<file path="src/rtl/alu_pkg.sv">
// alu_pkg: shared ALU encodings for the writeback stage.
// Holds the operation and condition enums, the flags struct and the
// condition evaluator used by alu_wb_stage when ALU_WB_COND_EVAL_EN is defined.
package alu_pkg;

   typedef enum logic [3:0] {
      OP_ADD = 4'b0000,
      OP_SUB = 4'b0001,
      OP_MUL = 4'b0010,
      OP_DIV = 4'b0011,
      OP_MOD = 4'b0100
   } op_e;

   typedef enum logic [3:0] {
      COND_EQ = 4'd0,
      COND_NE = 4'd1,
      COND_LT = 4'd2,
      COND_GE = 4'd3,
      COND_GT = 4'd4,
      COND_LE = 4'd5,
      COND_CS = 4'd6,
      COND_CC = 4'd7,
      COND_MI = 4'd8,
      COND_PL = 4'd9,
      COND_AL = 4'd14
   } cond_e;

   // Packed in {N,Z,C,V} order so it maps directly onto the nzcv port.
   typedef struct packed {
      logic n;
      logic z;
      logic c;
      logic v;
   } flags_t;

   // Evaluate a condition code against the status flags; unlisted codes are false.
   function automatic logic cond_eval(input logic [3:0] cond, input flags_t f);
      logic r;
      r = 1'b0;
      case (cond)
         COND_EQ: r = f.z;
         COND_NE: r = !f.z;
         COND_LT: r = (f.n != f.v);
         COND_GE: r = (f.n == f.v);
         COND_GT: r = !f.z && (f.n == f.v);
         COND_LE: r = f.z || (f.n != f.v);
         COND_CS: r = f.c;
         COND_CC: r = !f.c;
         COND_MI: r = f.n;
         COND_PL: r = !f.n;
         COND_AL: r = 1'b1;
         default: r = 1'b0;
      endcase
      return r;
   endfunction

endpackage

</file>
<file path="src/rtl/wb_fifo2.sv">
// wb_fifo2: two-entry FIFO with registered ready/valid.
// push_ready depends only on registered state, so there is no
// combinational path from pop_ready back to push_ready.
module wb_fifo2 #(
   parameter int W = 36
) (
   input  logic         clk,
   input  logic         rst,
   input  logic         push_valid,
   output logic         push_ready,
   input  logic [W-1:0] push_data,
   output logic         pop_valid,
   input  logic         pop_ready,
   output logic [W-1:0] pop_data
);

   typedef enum logic [1:0] {
      EMPTY = 2'd0,
      ONE   = 2'd1,
      FULL  = 2'd2
   } state_e;

   state_e       state;
   logic [W-1:0] head;
   logic [W-1:0] tail;
   logic         push;
   logic         pop;

   assign push     = push_valid && push_ready;
   assign pop      = pop_valid && pop_ready;
   assign pop_data = head;

   // Occupancy FSM with storage and registered handshake outputs.
   always_ff @(posedge clk) begin
      if (rst) begin
         state      <= EMPTY;
         // NOTE: the entry registers are reset as well, because the head entry
         // is visible on the outputs and must read as zero after reset.
         head       <= '0;
         tail       <= '0;
         push_ready <= 1'b1;
         pop_valid  <= 1'b0;
      end else begin
         // NOTE: non-blocking assignments keep every register update in this
         // block reading pre-edge values, whatever order they are written in.
         case (state)
            EMPTY: begin
               if (push) begin
                  head      <= push_data;
                  pop_valid <= 1'b1;
                  state     <= ONE;
               end
            end
            ONE: begin
               if (push && pop) begin
                  head <= push_data;
               end else if (push) begin
                  tail       <= push_data;
                  push_ready <= 1'b0;
                  state      <= FULL;
               end else if (pop) begin
                  pop_valid <= 1'b0;
                  state     <= EMPTY;
               end
            end
            FULL: begin
               if (pop) begin
                  head       <= tail;
                  push_ready <= 1'b1;
                  state      <= ONE;
               end
            end
            default: begin
               state      <= EMPTY;
               push_ready <= 1'b1;
               pop_valid  <= 1'b0;
            end
         endcase
      end
   end

endmodule

</file>
<file path="src/rtl/alu_wb_stage.sv">
// alu_wb_stage: ALU writeback stage with a 2-entry result buffer,
// NZCV status register and sticky divide-by-zero flag.
// Optional feature macro: ALU_WB_COND_EVAL_EN enables condition evaluation
// on cond_true; without it cond_true is tied low and cond is ignored.
module alu_wb_stage
   import alu_pkg::*;
#(
   parameter int DATA_W = 32,
   parameter int RD_W   = 4
) (
   input  logic                     clk,
   input  logic                     rst,
   input  logic                     in_valid,
   output logic                     in_ready,
   input  logic signed [DATA_W-1:0] in_result,
   input  logic                     in_z,
   input  logic                     in_n,
   input  logic                     in_v,
   input  logic                     in_c,
   input  logic [3:0]               in_op,
   input  logic [RD_W-1:0]          in_rd,
   input  logic                     in_set_flags,
   output logic                     wb_valid,
   input  logic                     wb_ready,
   output logic [RD_W-1:0]          wb_rd,
   output logic [DATA_W-1:0]        wb_data,
   output logic [3:0]               nzcv,
   output logic                     div0_sticky,
   input  logic                     div0_clr,
   input  logic [3:0]               cond,
   output logic                     cond_true
);

   localparam int ENTRY_W = RD_W + DATA_W;

   logic [ENTRY_W-1:0] head_entry;
   logic               accept;
   logic               div0_hit;
   op_e                op;
   flags_t             flags_q;

   wb_fifo2 #(.W(ENTRY_W)) u_fifo (
      .clk        (clk),
      .rst        (rst),
      .push_valid (in_valid),
      .push_ready (in_ready),
      .push_data  ({in_rd, in_result}),
      .pop_valid  (wb_valid),
      .pop_ready  (wb_ready),
      .pop_data   (head_entry)
   );

   assign {wb_rd, wb_data} = head_entry;

   assign op       = op_e'(in_op);
   assign accept   = in_valid && in_ready;
   assign div0_hit = accept && (op == OP_DIV || op == OP_MOD)
                     && (in_result == '0) && in_z;

   // Status register and sticky divide-by-zero flag; a new hit beats a clear.
   always_ff @(posedge clk) begin
      if (rst) begin
         flags_q     <= '0;
         div0_sticky <= 1'b0;
      end else begin
         if (accept && in_set_flags) begin
            flags_q <= '{n: in_n, z: in_z, c: in_c, v: in_v};
         end
         if (div0_hit) begin
            div0_sticky <= 1'b1;
         end else if (div0_clr) begin
            div0_sticky <= 1'b0;
         end
      end
   end

   assign nzcv = flags_q;

   // Condition evaluation against the committed status flags.
   always_comb begin
      // NOTE: assign a default before any conditional logic so no path
      // leaves cond_true unassigned and a latch cannot be inferred.
      cond_true = 1'b0;
`ifdef ALU_WB_COND_EVAL_EN
      cond_true = cond_eval(cond, flags_q);
`endif
   end

`ifndef ALU_WB_COND_EVAL_EN
   logic cond_unused;
   assign cond_unused = ^cond;
`endif

endmodule

</file>
<file path="config.mk">
export PLATFORM = sky130hd
export DESIGN_NAME = alu_wb_stage
export DESIGN_NICKNAME = d
export VERILOG_FILES = /design/src/rtl/alu_pkg.sv /design/src/rtl/wb_fifo2.sv /design/src/rtl/alu_wb_stage.sv
export SDC_FILE = /design/constraint.sdc
export NUM_CORES = 1
export LEC_CHECK = 0
export ABC_AREA = 1
export CORE_UTILIZATION = 35
export CTS_BUF_LIST = sky130_fd_sc_hd__clkbuf_8
export DETAILED_ROUTE_END_ITERATION = 8
export DONT_BUFFER_PORTS = 1
export MAX_ROUTING_LAYER = met4
export PLACE_DENSITY = 0.59
export SLEW_MARGIN = 40
export SYNTH_ARGS = -nofsm -noshare
export SYNTH_HDL_FRONTEND = slang
export SYNTH_SLANG_ARGS = --single-unit
export TNS_END_PERCENT = 100
</file>
<file path="constraint.sdc">
create_clock -name clk -period 1.7 [get_ports clk]
set_input_delay 0.51 -clock clk [delete_from_list [all_inputs] [get_ports clk]]
set_output_delay 0.51 -clock clk [all_outputs]
set_load 0.05 [all_outputs]
</file>
==> metrics.txt <==
# TYPE chip_impl_metric gauge
chip_impl_metric{name="htree_levels",unit=""} 3
chip_impl_info{name="synth_commonest_cells",value="sky130_fd_sc_hd__nor2_1, sky130_fd_sc_hd__dfxtp_1, sky130_fd_sc_hd__o21ai_0"} 1
chip_impl_metric{name="antenna_found_initial",unit=""} 0
chip_impl_metric{name="required",unit="ns"} 1.19
chip_impl_metric{name="count_of_boundary_i_o_pins",unit=""} 98
chip_impl_metric{name="cell_count_after_synthesis",unit=""} 498
chip_impl_metric{name="post_cts_buffers",unit=""} 0
chip_impl_metric{name="cts_resized",unit=""} 0
chip_impl_info{name="tritoncts",value="built"} 1
chip_impl_metric{name="finalSetupViolations",unit=""} 0
chip_impl_metric{name="clk_latency",unit="ns"} 0.36
chip_impl_metric{name="synth.yosys.seq_area_share",unit="%"} 46.0
chip_impl_metric{name="drt_drc_violations_left",unit=""} 0
chip_impl_metric{name="cp.depth",unit=""} 0
chip_impl_metric{name="grt_start_max_net_pins",unit=""} 73
chip_impl_metric{name="route.antenna.remaining_nets",unit=""} 0
chip_impl_metric{name="fp.coreArea",unit="um^2"} 9770
chip_impl_metric{name="synth-edff-count",unit=""} 0
chip_impl_metric{name="via_per_inst",unit=""} 4.74
chip_impl_metric{name="port_buffers",unit=""} 0
chip_impl_metric{name="sequential_cell_area_in_the_final_layout",unit="um^2"} 1620
chip_impl_info{name="critPathKind",value="reg -> out"} 1
chip_impl_metric{name="ctsLongestPathBuffers",unit=""} 2
chip_impl_metric{name="vias_in_the_first_global_route",unit=""} 2519
chip_impl_metric{name="final-max-slew-violation-count",unit=""} 0
chip_impl_metric{name="dieHeight",unit="um"} 102
chip_impl_metric{name="first_pass_iters",unit=""} 5
chip_impl_metric{name="power_per_cell_area",unit="nW/um^2"} 1490
chip_impl_metric{name="vias",unit=""} 2979
chip_impl_metric{name="place_congestion",unit=""} 0.805
chip_impl_metric{name="fin_crit",unit="ns"} 1.56
chip_impl_metric{name="grt_usage",unit="%"} 17.0
chip_impl_info{name="post-synth-top-count-cell",value="sky130_fd_sc_hd__nor2_1"} 1
chip_impl_info{name="result_of_the_run",value="finished clean"} 1
chip_impl_metric{name="hold_viol",unit=""} 0
chip_impl_metric{name="grt_pass1_wl",unit="mm"} 12.8
chip_impl_metric{name="hold_buf_cts",unit=""} 0
chip_impl_info{name="dominant_cell_type_by_area_after_synthesis",value="sky130_fd_sc_hd__dfxtp_1"} 1
chip_impl_info{name="synth_top_cells_by_area",value="sky130_fd_sc_hd__dfxtp_1, sky130_fd_sc_hd__nor2_1, sky130_fd_sc_hd__o21ai_0"} 1
chip_impl_metric{name="start_util",unit="%"} 36.0
chip_impl_metric{name="n_fill_cell",unit=""} 1049
chip_impl_info{name="holdCritPathClass",value="in -> reg"} 1
chip_impl_metric{name="worst_slew_margin_rel",unit="%"} 62.1
chip_impl_metric{name="design.final.nets",unit=""} 545
chip_impl_info{name="synth_top_flop_cell",value="sky130_fd_sc_hd__dfxtp_1"} 1
chip_impl_metric{name="syn-num-nets",unit=""} 552
chip_impl_metric{name="final_min_period_over_clock_period",unit="%"} 91.9
chip_impl_metric{name="ys_ff_latch",unit=""} 81
chip_impl_metric{name="route.final.wire_length",unit="mm"} 8.35
chip_impl_info{name="end_kind",value="primary output"} 1
chip_impl_metric{name="fp.dieArea",unit="um^2"} 10500
chip_impl_metric{name="worst_clock_skew",unit="ns"} 0.00821
chip_impl_metric{name="multi_input_comb_area",unit="um^2"} 1490
chip_impl_metric{name="ys_types",unit=""} 22
chip_impl_metric{name="dpl.hpwl",unit="mm"} 5.88
chip_impl_metric{name="area.growth.synth_to_final",unit="%"} 10.9
chip_impl_metric{name="path_max_fanout",unit=""} 2
chip_impl_metric{name="synth_largest_type_area_fraction",unit="%"} 46.0
chip_impl_metric{name="clock-sinks",unit=""} 81
chip_impl_metric{name="global_route.overflow_total",unit=""} 0
chip_impl_metric{name="yosysWarningCount",unit=""} 0
chip_impl_metric{name="maximum_ir_drop_on_the_vdd_rail",unit="V"} 0.000564
chip_impl_metric{name="drt-wirelength-per-cell",unit="um"} 13.3
chip_impl_metric{name="async_reset_ff_share",unit="%"} 0
chip_impl_metric{name="max-cap-violations",unit=""} 0
chip_impl_metric{name="min_path_cells",unit=""} 1
chip_impl_metric{name="detail_route.iter0.violations",unit=""} 128
chip_impl_metric{name="power.static_leakage",unit="nW"} 1.55
chip_impl_metric{name="fin_setup_tns",unit="ns"} 0
chip_impl_metric{name="measured_slew_at_the_worst_slew_check_pin",unit="ns"} 0.567
chip_impl_metric{name="placement_rows",unit=""} 36
chip_impl_metric{name="num_antenna_cells",unit=""} 0
chip_impl_metric{name="layout-drive-gt1-share",unit="%"} 7.26
chip_impl_metric{name="cts-buffers-inserted",unit=""} 9
chip_impl_info{name="rsz0062_at_grt",value="no"} 1
chip_impl_metric{name="syn_avg_cell_area",unit="um^2"} 7.07
chip_impl_info{name="cts_root_buf",value="sky130_fd_sc_hd__clkbuf_8"} 1
chip_impl_metric{name="syn_area",unit="um^2"} 3520
chip_impl_info{name="crit_path_start_kind",value="flop"} 1
chip_impl_metric{name="worst_r2r_path_depth",unit=""} 6
chip_impl_metric{name="die_x",unit="um"} 102
chip_impl_metric{name="clk_pin_slew_worst_paths",unit="ns"} 0.09
chip_impl_metric{name="arrival",unit="ns"} 1.05
chip_impl_metric{name="timing.fmax",unit="MHz"} 640
chip_impl_metric{name="totalPowerFinal",unit="mW"} 5.82
[cell type report]
cell class,instances,area share (%)
sequential,81,41.5
multi-input combinational,328,38.0
inverter,59,5.73
tap,133,4.26
timing repair buffer,12,4.23
clock buffer,10,3.52
clock inverter,6,2.72
[cells by family (layout without fill, tap and decap cells)]
kind of cell           Yosys count  count (layout)  share of synthesized area [%]
buffers and inverters           89              87                           11.8
AOI/OAI and AO/OA              157             157                           22.9
other                            1               1                          0.106
DFF                             81              81                           46.0
and+or+nand+nor                170             170                           19.1
[path summary, 6_finish.rpt]
path | startpoint | end | slack [ns]
max | u_fifo.pop_data[1] | wb_data[1] | 0.14
min | rst | nzcv[2] | 0.21
max reg2reg | u_fifo.state[0] | u_fifo.pop_data[21] | 0.16
min reg2reg | u_fifo.tail[0] | u_fifo.tail[0] | 0.45
[per-stage QoR]
step	utilization, %	setup slack (ns)	std cells	hold slack, ns	area, um^2
after floorplan	-	0.120	498	0.423	3520
after detailed placement	37.5	0.166	613	0.435	3660
after global placement	37.5	0.193	613	0.429	3660
after global routing	40.0	0.0225	629	0.181	3910
final	40.0	0.138	629	0.205	3910
after CTS	40.0	0.103	629	0.180	3910
[state kept, by name, summed over array words and instances, names as in the netlist]
name,flops
u_fifo.pop_data,36
u_fifo.tail,36
nzcv,4
u_fifo.state,2
div0_sticky,1
u_fifo.pop_valid,1
u_fifo.push_ready,1
[cell usage in the layout (no fill, tap or decap)]
cell	synthesis	routed
sky130_fd_sc_hd__a21oi_1	43	43
sky130_fd_sc_hd__a31oi_1	1	1
sky130_fd_sc_hd__a41oi_1	1	1
sky130_fd_sc_hd__and2_1	2	2
sky130_fd_sc_hd__buf_12	0	6
sky130_fd_sc_hd__buf_4	3	6
sky130_fd_sc_hd__bufinv_16	0	3
sky130_fd_sc_hd__clkbuf_8	0	10
sky130_fd_sc_hd__clkinv_2	0	1
sky130_fd_sc_hd__clkinvlp_4	0	1
sky130_fd_sc_hd__conb_1	1	1
sky130_fd_sc_hd__dfxtp_1	81	80
sky130_fd_sc_hd__dfxtp_2	0	1
sky130_fd_sc_hd__inv_1	55	55
sky130_fd_sc_hd__inv_2	3	4
sky130_fd_sc_hd__inv_4	1	1
sky130_fd_sc_hd__nand2_1	61	61
sky130_fd_sc_hd__nand3_1	11	11
sky130_fd_sc_hd__nand4_2	1	1
sky130_fd_sc_hd__nor2_1	94	94
sky130_fd_sc_hd__nor2_4	1	1
sky130_fd_sc_hd__o211ai_1	1	1
sky130_fd_sc_hd__o21ai_0	64	64
sky130_fd_sc_hd__o21ai_1	46	46
sky130_fd_sc_hd__o22ai_4	1	1
[metal layers]
metal	up-vias	part of all wire, %	global-route usage (%)
met4	0	1.9	9.01
li1	1586	-	-
met3	10	6.4	4.31
met1	1307	48	22.3
met5	-	0	-
met2	76	44	23.7
[where the power goes]
| part | total (mW) | internal (mW) | switching (mW) |
|---|---|---|---|
| clock network | 1.72 | 1.01 | 0.715 |
| logic | 1.05 | 0.396 | 0.658 |
| registers | 3.04 | 2.20 | 0.833 |
No activity file was read; power rests on OpenSTA's default activity.
